`config.mk`:
```
export PLATFORM = sky130hd
export DESIGN_NAME = spi_slave
export DESIGN_NICKNAME = d
export VERILOG_FILES = /design/src/rtl/spi_pkg.sv /design/src/rtl/spi_sync_edge.sv /design/src/rtl/spi_slave.sv
export SDC_FILE = /design/constraint.sdc
export NUM_CORES = 1
export LEC_CHECK = 0
export CAP_MARGIN = 20
export CORE_UTILIZATION = 55
export DETAILED_ROUTE_END_ITERATION = 12
export GPL_ROUTABILITY_DRIVEN = 0
export PLACE_DENSITY = 0.79
export SETUP_SLACK_MARGIN = 0.1
export SYNTH_ARGS = -nofsm -noshare
export SYNTH_HDL_FRONTEND = slang
export SYNTH_SLANG_ARGS = --single-unit
```
`constraint.sdc`:
```
create_clock -name clk -period 2.7 [get_ports clk]
set_clock_uncertainty 0.1 [all_clocks]
set_input_delay 0.54 -clock clk [delete_from_list [all_inputs] [get_ports clk]]
set_output_delay 0.54 -clock clk [all_outputs]
set_load 0.05 [all_outputs]
```
`src/rtl/spi_pkg.sv`:
```
// rtl/spi_pkg.sv - shared types and constants for the SPI slave
// Purpose: state encoding and SPI mode constants used by spi_slave and spi_sync_edge.
// Ports: none (package).
package spi_pkg;

  typedef enum logic [1:0] {
    S_IDLE,
    S_SHIFT
  } spi_slave_state_t;

  // Mode 0: SCK idles low, data sampled on the rising edge.
  localparam logic SPI_CPOL = 1'b0;
  localparam logic SPI_CPHA = 1'b0;

endpackage

```
`src/rtl/spi_sync_edge.sv`:
```
// rtl/spi_sync_edge.sv - multi-flop synchroniser with rise/fall pulse outputs
// Purpose: bring one asynchronous pin into the clk domain and flag its edges.
// Ports:
//   clk, rst  : system clock, asynchronous active-high reset
//   d_i       : asynchronous input pin
//   level_o   : synchronised level (last synchroniser flop)
//   rise_o    : 1-cycle pulse, synchronised level went 0->1
//   fall_o    : 1-cycle pulse, synchronised level went 1->0
import spi_pkg::*;

module spi_sync_edge #(
  parameter int   STAGES    = 2,
  parameter logic RESET_VAL = 1'b0
) (
  input  logic clk,
  input  logic rst,
  input  logic d_i,
  output logic level_o,
  output logic rise_o,
  output logic fall_o
);

  logic [STAGES-1:0] sync_q;
  logic              hist_q;

  always_ff @(posedge clk or posedge rst) begin
    if (rst) begin
      sync_q <= {STAGES{RESET_VAL}};
      hist_q <= RESET_VAL;
    end else begin
      sync_q <= {sync_q[STAGES-2:0], d_i};
      hist_q <= sync_q[STAGES-1];
    end
  end

  assign level_o = sync_q[STAGES-1];
  assign rise_o  = sync_q[STAGES-1] & ~hist_q;
  assign fall_o  = ~sync_q[STAGES-1] & hist_q;

endmodule

```
`src/rtl/spi_slave.sv`:
```
// rtl/spi_slave.sv - SPI mode-0 slave, MSB-first, oversampled in the clk domain
// Purpose: deserialise MOSI into words with an rx pulse, serialise staged tx words on MISO.
// Optional feature macro: SPI_SLAVE_MISO_OE_EN (adds spi_miso_oe, MISO holds when deselected).
// Ports:
//   clk, rst                 : system clock, asynchronous active-high reset
//   spi_sck/cs_n/mosi        : asynchronous SPI pins from the master
//   spi_miso                 : slave-out data
//   tx_data/valid/ready      : local tx handshake into a one-word staging register
//   rx_data/rx_valid         : received word and its 1-cycle update pulse
//   tx_underrun              : pulse, word load found staging empty (FILL_WORD sent)
//   frame_err                : pulse, CS_N rose mid-word
//   spi_miso_oe              : (macro only) synchronised chip-select active
import spi_pkg::*;

module spi_slave #(
  parameter int                     DATA_LENGTH = 8,
  parameter int                     SYNC_STAGES = 2,
  parameter logic [DATA_LENGTH-1:0] FILL_WORD   = '0
) (
  input  logic                   clk,
  input  logic                   rst,
  input  logic                   spi_sck,
  input  logic                   spi_cs_n,
  input  logic                   spi_mosi,
  output logic                   spi_miso,
  input  logic [DATA_LENGTH-1:0] tx_data,
  input  logic                   tx_valid,
  output logic                   tx_ready,
  output logic [DATA_LENGTH-1:0] rx_data,
  output logic                   rx_valid,
  output logic                   tx_underrun,
  output logic                   frame_err
`ifdef SPI_SLAVE_MISO_OE_EN
  ,
  output logic                   spi_miso_oe
`endif
);

  localparam int CW = $clog2(DATA_LENGTH + 1);

  logic sck_level, sck_rise, sck_fall;
  logic cs_level, cs_rise, cs_fall;
  logic unused_sck_level;

  spi_sync_edge #(.STAGES(SYNC_STAGES), .RESET_VAL(SPI_CPOL)) u_sync_sck (
    .clk     (clk),
    .rst     (rst),
    .d_i     (spi_sck),
    .level_o (sck_level),
    .rise_o  (sck_rise),
    .fall_o  (sck_fall)
  );

  // CS_N resets to its idle (high) level so reset release never looks like a select.
  spi_sync_edge #(.STAGES(SYNC_STAGES), .RESET_VAL(1'b1)) u_sync_cs (
    .clk     (clk),
    .rst     (rst),
    .d_i     (spi_cs_n),
    .level_o (cs_level),
    .rise_o  (cs_rise),
    .fall_o  (cs_fall)
  );

  assign unused_sck_level = sck_level;

  // MOSI gets the same depth as the SCK level so the sampled bit lines up with sck_rise.
  logic [SYNC_STAGES-1:0] mosi_sync_q;
  logic                   mosi_sync;

  always_ff @(posedge clk or posedge rst) begin
    if (rst) mosi_sync_q <= '0;
    else     mosi_sync_q <= {mosi_sync_q[SYNC_STAGES-2:0], spi_mosi};
  end

  assign mosi_sync = mosi_sync_q[SYNC_STAGES-1];

  // Staging register (one word deep)
  logic [DATA_LENGTH-1:0] stage_q;
  logic                   stage_full_q;
  logic                   load_d;

  // FSM registers
  spi_slave_state_t       state_q;
  logic [CW-1:0]          bit_cnt_q;
  logic [DATA_LENGTH-1:0] shift_rx_q;
  logic [DATA_LENGTH-1:0] shift_tx_q;
  logic                   reload_pend_q;
  logic                   miso_q;
  logic [DATA_LENGTH-1:0] rx_data_q;
  logic                   rx_valid_q;
  logic                   tx_underrun_q;
  logic                   frame_err_q;

  logic [DATA_LENGTH-1:0] load_word_d;
  logic [DATA_LENGTH-1:0] rx_word_d;
  logic                   last_bit;
  logic                   sck_rise_sel;
  logic                   sck_fall_sel;

  assign load_word_d  = stage_full_q ? stage_q : FILL_WORD;
  assign rx_word_d    = {shift_rx_q[DATA_LENGTH-2:0], mosi_sync};
  assign last_bit     = (bit_cnt_q == CW'(DATA_LENGTH - 1));
  assign sck_rise_sel = sck_rise & ~cs_level;
  assign sck_fall_sel = sck_fall & ~cs_level;

  // A word is pulled from staging at select, and at the end of every full word.
  always_comb begin
    load_d = 1'b0;
    if (state_q == S_IDLE) load_d = cs_fall;
    else                   load_d = ~cs_rise & sck_rise_sel & last_bit;
  end

  // A load and an accept in the same cycle: the load sees the old (empty) staging,
  // then the new word lands in staging because tx_ready was high.
  always_ff @(posedge clk or posedge rst) begin
    if (rst) begin
      stage_q      <= '0;
      stage_full_q <= 1'b0;
    end else if (tx_valid && !stage_full_q) begin
      stage_q      <= tx_data;
      stage_full_q <= 1'b1;
    end else if (load_d) begin
      stage_full_q <= 1'b0;
    end
  end

  always_ff @(posedge clk or posedge rst) begin
    if (rst) begin
      state_q       <= S_IDLE;
      bit_cnt_q     <= '0;
      shift_rx_q    <= '0;
      shift_tx_q    <= '0;
      reload_pend_q <= 1'b0;
      miso_q        <= 1'b0;
      rx_data_q     <= '0;
      rx_valid_q    <= 1'b0;
      tx_underrun_q <= 1'b0;
      frame_err_q   <= 1'b0;
    end else begin
      rx_valid_q    <= 1'b0;
      tx_underrun_q <= load_d & ~stage_full_q;
      frame_err_q   <= 1'b0;
      case (state_q)
        S_IDLE: begin
`ifndef SPI_SLAVE_MISO_OE_EN
          miso_q <= 1'b0;
`endif
          if (cs_fall) begin
            shift_tx_q    <= load_word_d;
            miso_q        <= load_word_d[DATA_LENGTH-1];
            reload_pend_q <= 1'b0;
            bit_cnt_q     <= '0;
            state_q       <= S_SHIFT;
          end
        end
        S_SHIFT: begin
          if (cs_rise) begin
            // Deselect wins over a coincident SCK edge; a partial word is dropped.
            state_q     <= S_IDLE;
            frame_err_q <= (bit_cnt_q != '0);
            bit_cnt_q   <= '0;
`ifndef SPI_SLAVE_MISO_OE_EN
            miso_q      <= 1'b0;
`endif
          end else if (sck_rise_sel) begin
            shift_rx_q <= rx_word_d;
            if (last_bit) begin
              rx_data_q     <= rx_word_d;
              rx_valid_q    <= 1'b1;
              bit_cnt_q     <= '0;
              shift_tx_q    <= load_word_d;
              reload_pend_q <= 1'b1;
            end else begin
              bit_cnt_q <= bit_cnt_q + CW'(1);
            end
          end else if (sck_fall_sel) begin
            // After a reload the next falling edge presents the new MSB unshifted.
            if (reload_pend_q) begin
              miso_q        <= shift_tx_q[DATA_LENGTH-1];
              reload_pend_q <= 1'b0;
            end else begin
              miso_q     <= shift_tx_q[DATA_LENGTH-2];
              shift_tx_q <= {shift_tx_q[DATA_LENGTH-2:0], 1'b0};
            end
          end
        end
        default: state_q <= S_IDLE;
      endcase
    end
  end

  assign spi_miso    = miso_q;
  assign tx_ready    = ~stage_full_q;
  assign rx_data     = rx_data_q;
  assign rx_valid    = rx_valid_q;
  assign tx_underrun = tx_underrun_q;
  assign frame_err   = frame_err_q;
`ifdef SPI_SLAVE_MISO_OE_EN
  assign spi_miso_oe = ~cs_level;
`endif

endmodule
```
After elaboration in Yosys (flattened, before gate mapping). Index checks and enable logic that the tools add are counted.

Add/subtract/negate cells: 1. $mul: 0. Divide/modulo/power cells: 0. $lt $le $gt $ge: 0. Equality and inequality tests: 11. Shift-type cells: 0. Multiplexer cells: 37. Bitwise logic cells: 15. Reduce and logical (&&, ||, !) cells: 13.

Operator list (count): 2-to-1 mux 8 bit (7); 2-to-1 mux 1 bit (19); != test 3 bit, second input constant (6); 2-to-1 mux 4 bit (4); case mux 8 bit (2 select lines) (1); AND 1 bit (9); AND reduction 3 bit (3); case mux 4 bit (2 select lines) (1); != test 2 bit, second input constant (3); NOT 1 bit (6); AND reduction 6 bit (1); AND reduction 5 bit (1); adder 4 x 1 -> 4 bit, second input constant (1); equality test 4 x 3 -> 1 bit, second input constant (1); 2-to-1 mux 2 bit (2); case mux 1 bit (2 select lines) (2); case mux 2 bit (2 select lines) (1); AND reduction 4 bit (1); nonzero test 2 bit (2); nonzero test 4 bit (1); equality test 2 x 1 -> 1 bit, second input constant (1); zero test 2 bit (1); AND reduction 2 bit (1); logical AND 1 bit (1); zero test 1 bit (1).

Flip-flop bits (word level): 51. Latch bits: 0. RAM bits: 0. ROM bits: 0. Memories kept: 0.

Longest topological paths before layout. Gate-level depths: netlist of the first run.

Word-level depth: 8. Gate-level depth with buffers: 6. Gate-level depth less buffers: 5.

By module. A second synthesis of the first run with hierarchy kept.

Cells, all modules: 168. Area, all modules: 2124.5 µm².

By module, submodules not included: spi_slave (times used 1, cells an instance 156, area each 1933.1 µm²); spi_sync_edge (u_sync_cs) (times used 1, cells an instance 6, area each 97.6 µm²); spi_sync_edge (u_sync_sck) (times used 1, cells an instance 6, area each 93.8 µm²).

Worst setup path before layout of the first run. No wires, ideal clock.

Kind: flip-flop to flip-flop. From: reg u_sync_sck.hist_q. To: reg rx_data_q[0], in the netlist rx_data[0]. Data arrival time: 1.600 ns. Setup slack: 0.872 ns. Cell stages (with the launch flop): 7. Buffers on the path: 1. Clock period less this slack: 1.828 ns. Path through: dfrtp_1 nor3b_2 nand2_2 or2_1 buf_2 clkinv_2 mux2_1.

Cells in the longest elaborated chain, start to end: 4.

RTL lines: start: declaration (RTL line spi_sync_edge.sv:24) `logic hist_q;`; start signal: assignment (RTL line spi_sync_edge.sv:32) `hist_q <= sync_q[STAGES-1];`; NOT 1 bit (RTL line spi_sync_edge.sv:37) `assign rise_o = sync_q[STAGES-1] & ~hist_q;`; AND 1 bit (RTL line spi_sync_edge.sv:37); AND 1 bit (RTL line spi_slave.sv:103) `assign sck_rise_sel = sck_rise & ~cs_level;`; AND reduction 4 bit (no line); end signal: assignment (RTL line spi_slave.sv:168) `rx_data_q <= rx_word_d;`; end: declaration (RTL line spi_slave.sv:89) `logic [DATA_LENGTH-1:0] rx_data_q;`.

No other way between the ends. A chain may end at the register's enable or synchronous reset.

Worst setup path in the final report of the first run.
From: reg stage_full_q. To: out tx_ready.

Cells in the longest elaborated chain, start to end: 1.

RTL lines: start: declaration (RTL line spi_slave.sv:79) `logic stage_full_q;`; start signal: assignment (RTL line spi_slave.sv:118) `stage_full_q <= 1'b0;`; start signal: assignment (RTL line spi_slave.sv:121) `stage_full_q <= 1'b1;`; start signal: assignment (RTL line spi_slave.sv:123) `stage_full_q <= 1'b0;`; NOT 1 bit (RTL line spi_slave.sv:193) `assign tx_ready = ~stage_full_q;`; end: declaration (RTL line spi_slave.sv:28) `output logic tx_ready,`.

No other way between the ends.

==> impl_results.md, run 1 <==
* Htree depth at 2
* Critical path, cell by cell: inv_1 -> clkdlybuf4s50_1
* Fin crit share at roughly 87%
* Worst-path fanout max at 12
* # setup viols final at 0
* Die area at approximately 4200 sq um
* Post-synth cell types at 42
* Vias in the first global route at roughly 1400
* Initial DRC Count at between 50 and 60
* Final min period at approximately 2400 ps
* Final hold violation count at 0
* Diodes inserted at 0
* IO Port Bufs at 26
* Startpoint types: flop
* Final Worst Setup Slack at approximately 350 ps
* Yosys warns at 0
* Row cnt at 22
* Post-DRT Antenna Nets at 0
* Leak at 1.15 nW
* Setup Buffers After CTS at 0
* Seq/Total Area, Yosys at 58.6%
* Number of CTS-inserted buffers at 5
* Synthesized Nets at between 150 and 200
* Worst-Margin Slew at roughly 670 ps
* Worst-skew pair later-pin latency at approximately 300 ps
* Post-cts resize count at 0
* Largest area contributor in the netlist: dfrtp_1
* CORE AREA at approximately 3700 sq um
* Most used DFF post-synth: dfrtp_1
* Clock sink count at 50
* GR Util All Layers at a little over a fifth
* Area delta synth->final at 18.2%
* CP bufs+invs at 2
* Maximum clock path buffer count at 2
* Starting Density at approximately three fifths
* Root buf cell: clkbuf_8
* DRT Wirelength at 3.62 mm
* Final hold slack at 264 ps
* WP data arrival at approximately 1700 ps
* Via count at 1336
* Largest net degree at the start of global routing at 51
* DP HPWL at 2.59 mm
* RSZ-0062 raised after global routing: false
* First-pass GRT wire length at 6.60 mm
* Critical Path Sink Type: output port
* Hold/Removal Path Class: reg -> reg
* Post-CTS Hold Buffers at 0
* Die height at roughly 64 um
* Final Slew Violations at 0
* Final setup TNS at 0 ps
* DR WL/cell at approximately 15 um
* Most common cell in the netlist: dfrtp_1
* Slew margin rel. at 55.1%
* GRT overflow at 0
* Synth area leaders: dfrtp_1 55%, mux2_2 8.4%, mux2_1 6.3%, dfstp_2 3.7%, nand3_1 2.1%
* Reg clk slew, reported paths at 100 ps
* CP peak stage delay at about 800 ps
* Synth Instances at 167
* DRC Markers at 0
* Max Cap Viol at 0
* Ys async rst share at 100%
* WS Path Type: reg -> out
* Worst VDD drop at roughly 500 uV
* Yosys reg bits at 50
* Post-DR vias/cell at between 5 and 6
* Post-DP Area at between 2000 and 2500 sq um
* Avg Inst Size Synth at 12.8 sq um
* CP delay by family, top: buffers and inverters
* Share of the synthesized area in the top cell type at between 50 and 60%
* FMAX at between 400 and 500 MHz
* I/O Pins at 27
* Power density over cell area at about 750 nW/um^2
* Antenna violations before repair at 0
* Share of cells above drive strength 1 at between 20% and 30%
* Status: complete, no violations
* Post-synth top cells: 47 x dfrtp_1, 16 x mux2_2, 12 x mux2_1, 10 x nand2_1, 9 x nand3_1
* Place WS at about 510 ps
* Post-synth EDFFs at 0
* DRT Pass-1 Iters at 4
* CP max-delay cell: clkdlybuf4s50_1
* CTS tree: yes
* Critical path required time at approximately 2000 ps
* Mapped cell area at 2140 sq um
* Die W at 64.4 um
* Final-stage net count at 210
* Final instance area at roughly 2500 sq um
final cells by class:
cell class | count | area, sq um
clock buffer | 5 | 68.8
clock inverter | 3 | 26.3
fill | 267 | 1150
inverter | 6 | 23.8
multi-input combinational | 103 | 825
sequential | 50 | 1250
tap | 48 | 60.1
timing repair buffer | 28 | 275
final timing paths:
kind	startpoint	endpoint	slack, ps	depth (start not counted)
worst min register to register	mosi_sync_q[0]	mosi_sync_q[1]	260	0
max in group asynchronous	rst	rx_data[5]	1470	3
worst max-delay path	stage_full_q	tx_ready	350	2
worst max register to register	u_sync_sck.hist_q	rx_data[7]	620	5
min in group asynchronous	rst	stage_q[2]	620	3
worst min-delay path	mosi_sync_q[0]	mosi_sync_q[1]	260	0
per-layer routing:
layer,up-vias,track usage [%],share of wire [%]
li1,641,-,-
met1,668,30.2,48
met2,22,32.2,48
met3,5,3.35,2.9
met4,0,7.50,1.2
met5,-,0,0
state kept, by name, summed over array words and instances (netlist names), 2 cells and up:
register	flops
u_sync_cs.sync_q	2
stage_q	8
bit_cnt_q	4
u_sync_sck.sync_q	2
shift_tx_q	8
mosi_sync_q	2
rx_data	8
shift_rx_q	7
worst register-to-register path, cell delays in order (launching register included):
cell and delay [ps]:
dfrtp_1 430, nor3b_2 330, nand2_2 210, or2_1 400
clkinv_2 160, mux2_1 340
cells in the final DEF, fill, tap and decap left out, drive strengths merged:
cell type      Yosys  final
nand2             12     12
o2bb2ai            1      1
or2b               1      1
clkbuf             4      5
and2               2      2
clkinv             1      1
mux2              31     31
nand3b             2      2
o221ai             1      1
or2                2      2
o21ai             11     11
dfrtp             47     47
a31o               1      1
nand3              9      9
a21oi              7      7
inv                5      8
nor2               3      3
a211oi             3      3
buf                4      2
a21o               2      2
clkdlybuf4s50      0     26
or3b               3      3
a311o              1      1
and4               1      1
o211ai             1      1
dfstp              3      3
nor3b              1      1
nand2b             2      2
o21a               1      1
nor2b              2      2
ha                 2      2
a221oi             1      1
cells by family (layout without fill, tap and decap cells):
family	Yosys count	in the layout	share of synthesized area, %
adder cells (fa/ha/maj)	2	2	1.17
flip-flops	50	50	58.6
AO/OA/AOI/OAI	30	30	9.57
AND/OR/NAND/NOR	40	40	10.9
multiplexers	31	31	16.8
buffers and inverters	14	42	2.98
power breakdown:
part	leakage [nW]	total [mW]	internal, mW	switching, mW
Sequential	0.635	1.04	0.917	0.121
Clock	0.0495	0.452	0.193	0.259
Combinational	0.461	0.422	0.219	0.203
Total	1.15	1.91	1.33	0.583
metrics by stage:
step / util [%] / instances / power [mW]
global placement: 66.1 / 235 / 1.44
global route: 68.7 / 243 / 2.03
floorplan: - / 167 / 1.35
CTS: 68.7 / 243 / 1.93
detailed placement: 66.1 / 235 / 1.48
finish: 68.7 / 243 / 1.91
Note: power is estimated with default switching activity, not from simulation.
==> inputs of run 2 (changes only) <==
- CORE_MARGIN: default -> 1.5
- RECOVER_POWER: default -> 25
==> run 2 against run 1 <==
Compared with the run above:
- flip-flop and latch count did not move
- critical endpoint unchanged
- die area rose by 3.1%
- clock-buffer cell count rose by 1
- global-route usage rose by 0.85 points
- final area rose by 1.9%
- critical path depth did not move
- first-iteration DRC count rose by 14%
==> impl_results.md, run 2 (same netlist as run 1, synthesis figures left out) <==
* Met1 Usage GRT at 29.2% (-0.99 points)
* CP max-delay cell: clkdlybuf4s50_1
* RSZ-0062 raised after global routing: false
* CP bufs+invs at 2 (unchanged)
* Filler cells at 286 (+7.1%)
* Post-CTS Hold Buffers at 0 (unchanged)
* Psw at 0.571 mW (-2.1%)
* Critical path, cell by cell: inv_1 -> clkdlybuf4s50_1
* Final hold violation count at 0 (unchanged)
* DRC Markers at 0 (unchanged)
* Row cnt at 22 (unchanged)
* Post-cts resize count at 0 (unchanged)
* DRT Pass-1 Iters at 4 (unchanged)
* FMAX at 425 MHz (about the same)
* Critical path required time at 2060 ps (about the same)
* GRT overflow at 0 (unchanged)
* Largest net degree at the start of global routing at 25 (-51%)
* Root buf cell: clkbuf_8
* DRT Wirelength at 4.00 mm (+10%)
* Power density over cell area at 814 nW/um^2 (+7.8%)
* Post-DR vias/cell at 5.54 (+0.71%)
* Switching share of power at 27.2% (-3.3 points)
* I/O Pins at 27 (unchanged)
* Max Cap Viol at 0 (unchanged)
* Hold/Removal Path Class: reg -> reg
* Met3 track demand over resource at 5.14% (+1.8 points)
* Post-DRT Antenna Nets at 0 (unchanged)
* Cell Int Power at 1.53 mW (+15%)
* GR Util All Layers at 21.8% (+0.85 points)
* Die height at 65.4 um (+1.6%)
* WP data arrival at 1710 ps (about the same)
* Gate power share at 20.4% (-1.7 points)
* Slew margin rel. at 35.0% (-20 points)
* Antenna violations before repair at 0 (unchanged)
* FF-to-FF Start: state_q[0]
* Reg clk slew, reported paths at 90 ps (about the same)
* CORE AREA at 3690 sq um (unchanged)
* Final Slew Violations at 0 (unchanged)
* Power share of the sequential group at 49.7% (-4.6 points)
* Final setup TNS at 0 ps (unchanged)
* CTS tree: yes
* Area delta synth->final at 20.4%
* IO Port Bufs at 26 (unchanged)
* Diodes inserted at 0 (unchanged)
* Die W at 65.4 um (+1.6%)
* CP startpoint: stage_full_q
* Final-stage net count at 211 (+0.48%)
* Setup Buffers After CTS at 0 (unchanged)
* Starting Density at 58.1% (unchanged)
* Htree depth at 2 (unchanged)
* Via count at 1351 (+1.1%)
* Share of cells above drive strength 1 at 19.4% (-1.6 points)
* CP Capture Point: tx_ready
* CP delay by family, top: buffers and inverters
* CP peak stage delay at 800 ps (about the same)
* Core Util, Final at 70.0% (+1.3 points)
* Die area at 4280 sq um (+3.1%)
* Commonest non-fill, non-tap cells in the layout: 47 x dfrtp_1, 22 x clkdlybuf4s50_1, 16 x mux2_2
* DP HPWL at 3.02 mm (+16%)
* Final min period at 2350 ps (-1.50 ps)
* Startpoint types: flop
* Clk pwr share at 30.0% (+6.4 points)
* Number of CTS-inserted buffers at 5 (unchanged)
* First-pass GRT wire length at 6.93 mm (+5.1%)
* Worst-path fanout max at 12 (unchanged)
* Status: complete, no violations
* Commonest non-fill, non-tap cell in the layout: dfrtp_1
* Met2 usage at 36.0% (+3.7 points)
* Initial DRC Count at 65 (+14%)
* Worst-skew pair later-pin latency at 300 ps (about the same)
* Register-to-Register Setup Slack at 430 ps (-190 ps)
* Pwr Total at 2.10 mW (+9.9%)
* Stages on the worst setup path at 2 (unchanged)
* Maximum clock path buffer count at 2 (unchanged)
* Leak at 1.17 nW (+1.8%)
* Depth of the most critical reg-to-reg path at 5 (unchanged)
* Worst-Margin Slew at 975 ps (+303 ps)
* Fin crit share at 87.1% (about the same)
* DR WL/cell at 16.4 um (+9.8%)
* Clock sink count at 50 (unchanged)
* Worst VDD drop at 558 uV (+11%)
* WS Path Type: reg -> out
* Critical Path Sink Type: output port
* R2r endpoint: shift_tx_q[1]
* Vias in the first global route at 1409 (-1.3%)
* # setup viols final at 0 (unchanged)
* GRT Max-Usage Layer: met2
run 2: cell types whose count changed in the layout (fill, tap and decap cells not counted), sizes merged:
cell and delta:
bufinv +2, dlygate4sd3 +4, clkbuf +3, buf -1
clkdlybuf4s50 -4, inv -3
run 2: routing by layer:
metal	share of wire, %	routed length, um
met5	0	0
met4	0.85	34
met3	3.7	146
met2	50	1980
met1	46	1830
run 2: per-stage QoR:
stage | setup WS [ps] | std cells | cell area [sq um] | hold WS [ps]
final | 349 | 244 | 2580 | 260
after global routing | 255 | 244 | 2580 | 269
after CTS | 336 | 244 | 2590 | 261
after detailed placement | 473 | 236 | 2450 | 241
after global placement | 554 | 236 | 2450 | 232
after floorplan | 864 | 167 | 2140 | 231
run 2: power groups by stage:
| stage | sequential [mW] | combinational, mW | clock, mW |
|---|---|---|---|
| 2_1_floorplan | 1.01 | 0.333 | 0 |
| 3_3_place_gp | 1.04 | 0.404 | 0 |
| 3_5_place_dp | 1.06 | 0.434 | 0 |
| 4_1_cts | 1.04 | 0.436 | 0.642 |
| 5_1_grt | 1.07 | 0.470 | 0.670 |
| 6_report | 1.04 | 0.428 | 0.629 |
run 2: worst min path at each step:
| stage | start | endpoint | slack (ps) | cells after the start |
|---|---|---|---|---|
| after floorplan | mosi_sync_q[0] | mosi_sync_q[1] | 230 | 0 |
| after global placement | u_sync_sck.sync_q[0] | u_sync_sck.sync_q[1] | 230 | 0 |
| after detailed placement | u_sync_sck.sync_q[0] | u_sync_sck.sync_q[1] | 240 | 0 |
| after CTS | u_sync_sck.sync_q[0] | u_sync_sck.sync_q[1] | 260 | 0 |
| after global routing | u_sync_cs.sync_q[0] | u_sync_cs.sync_q[1] | 270 | 0 |
| final | u_sync_sck.sync_q[0] | u_sync_sck.sync_q[1] | 260 | 0 |
run 2: area by class of cell:
type	instances	area [sq um]	area share, %
multi-input cells	103	825	31.9
clock inverters	2	60.1	2.33
clock buffers	6	82.6	3.20
well taps	48	60.1	2.33
flip-flops and latches	50	1250	48.6
repair buffers	29	275	10.7
inverters	6	23.8	0.921
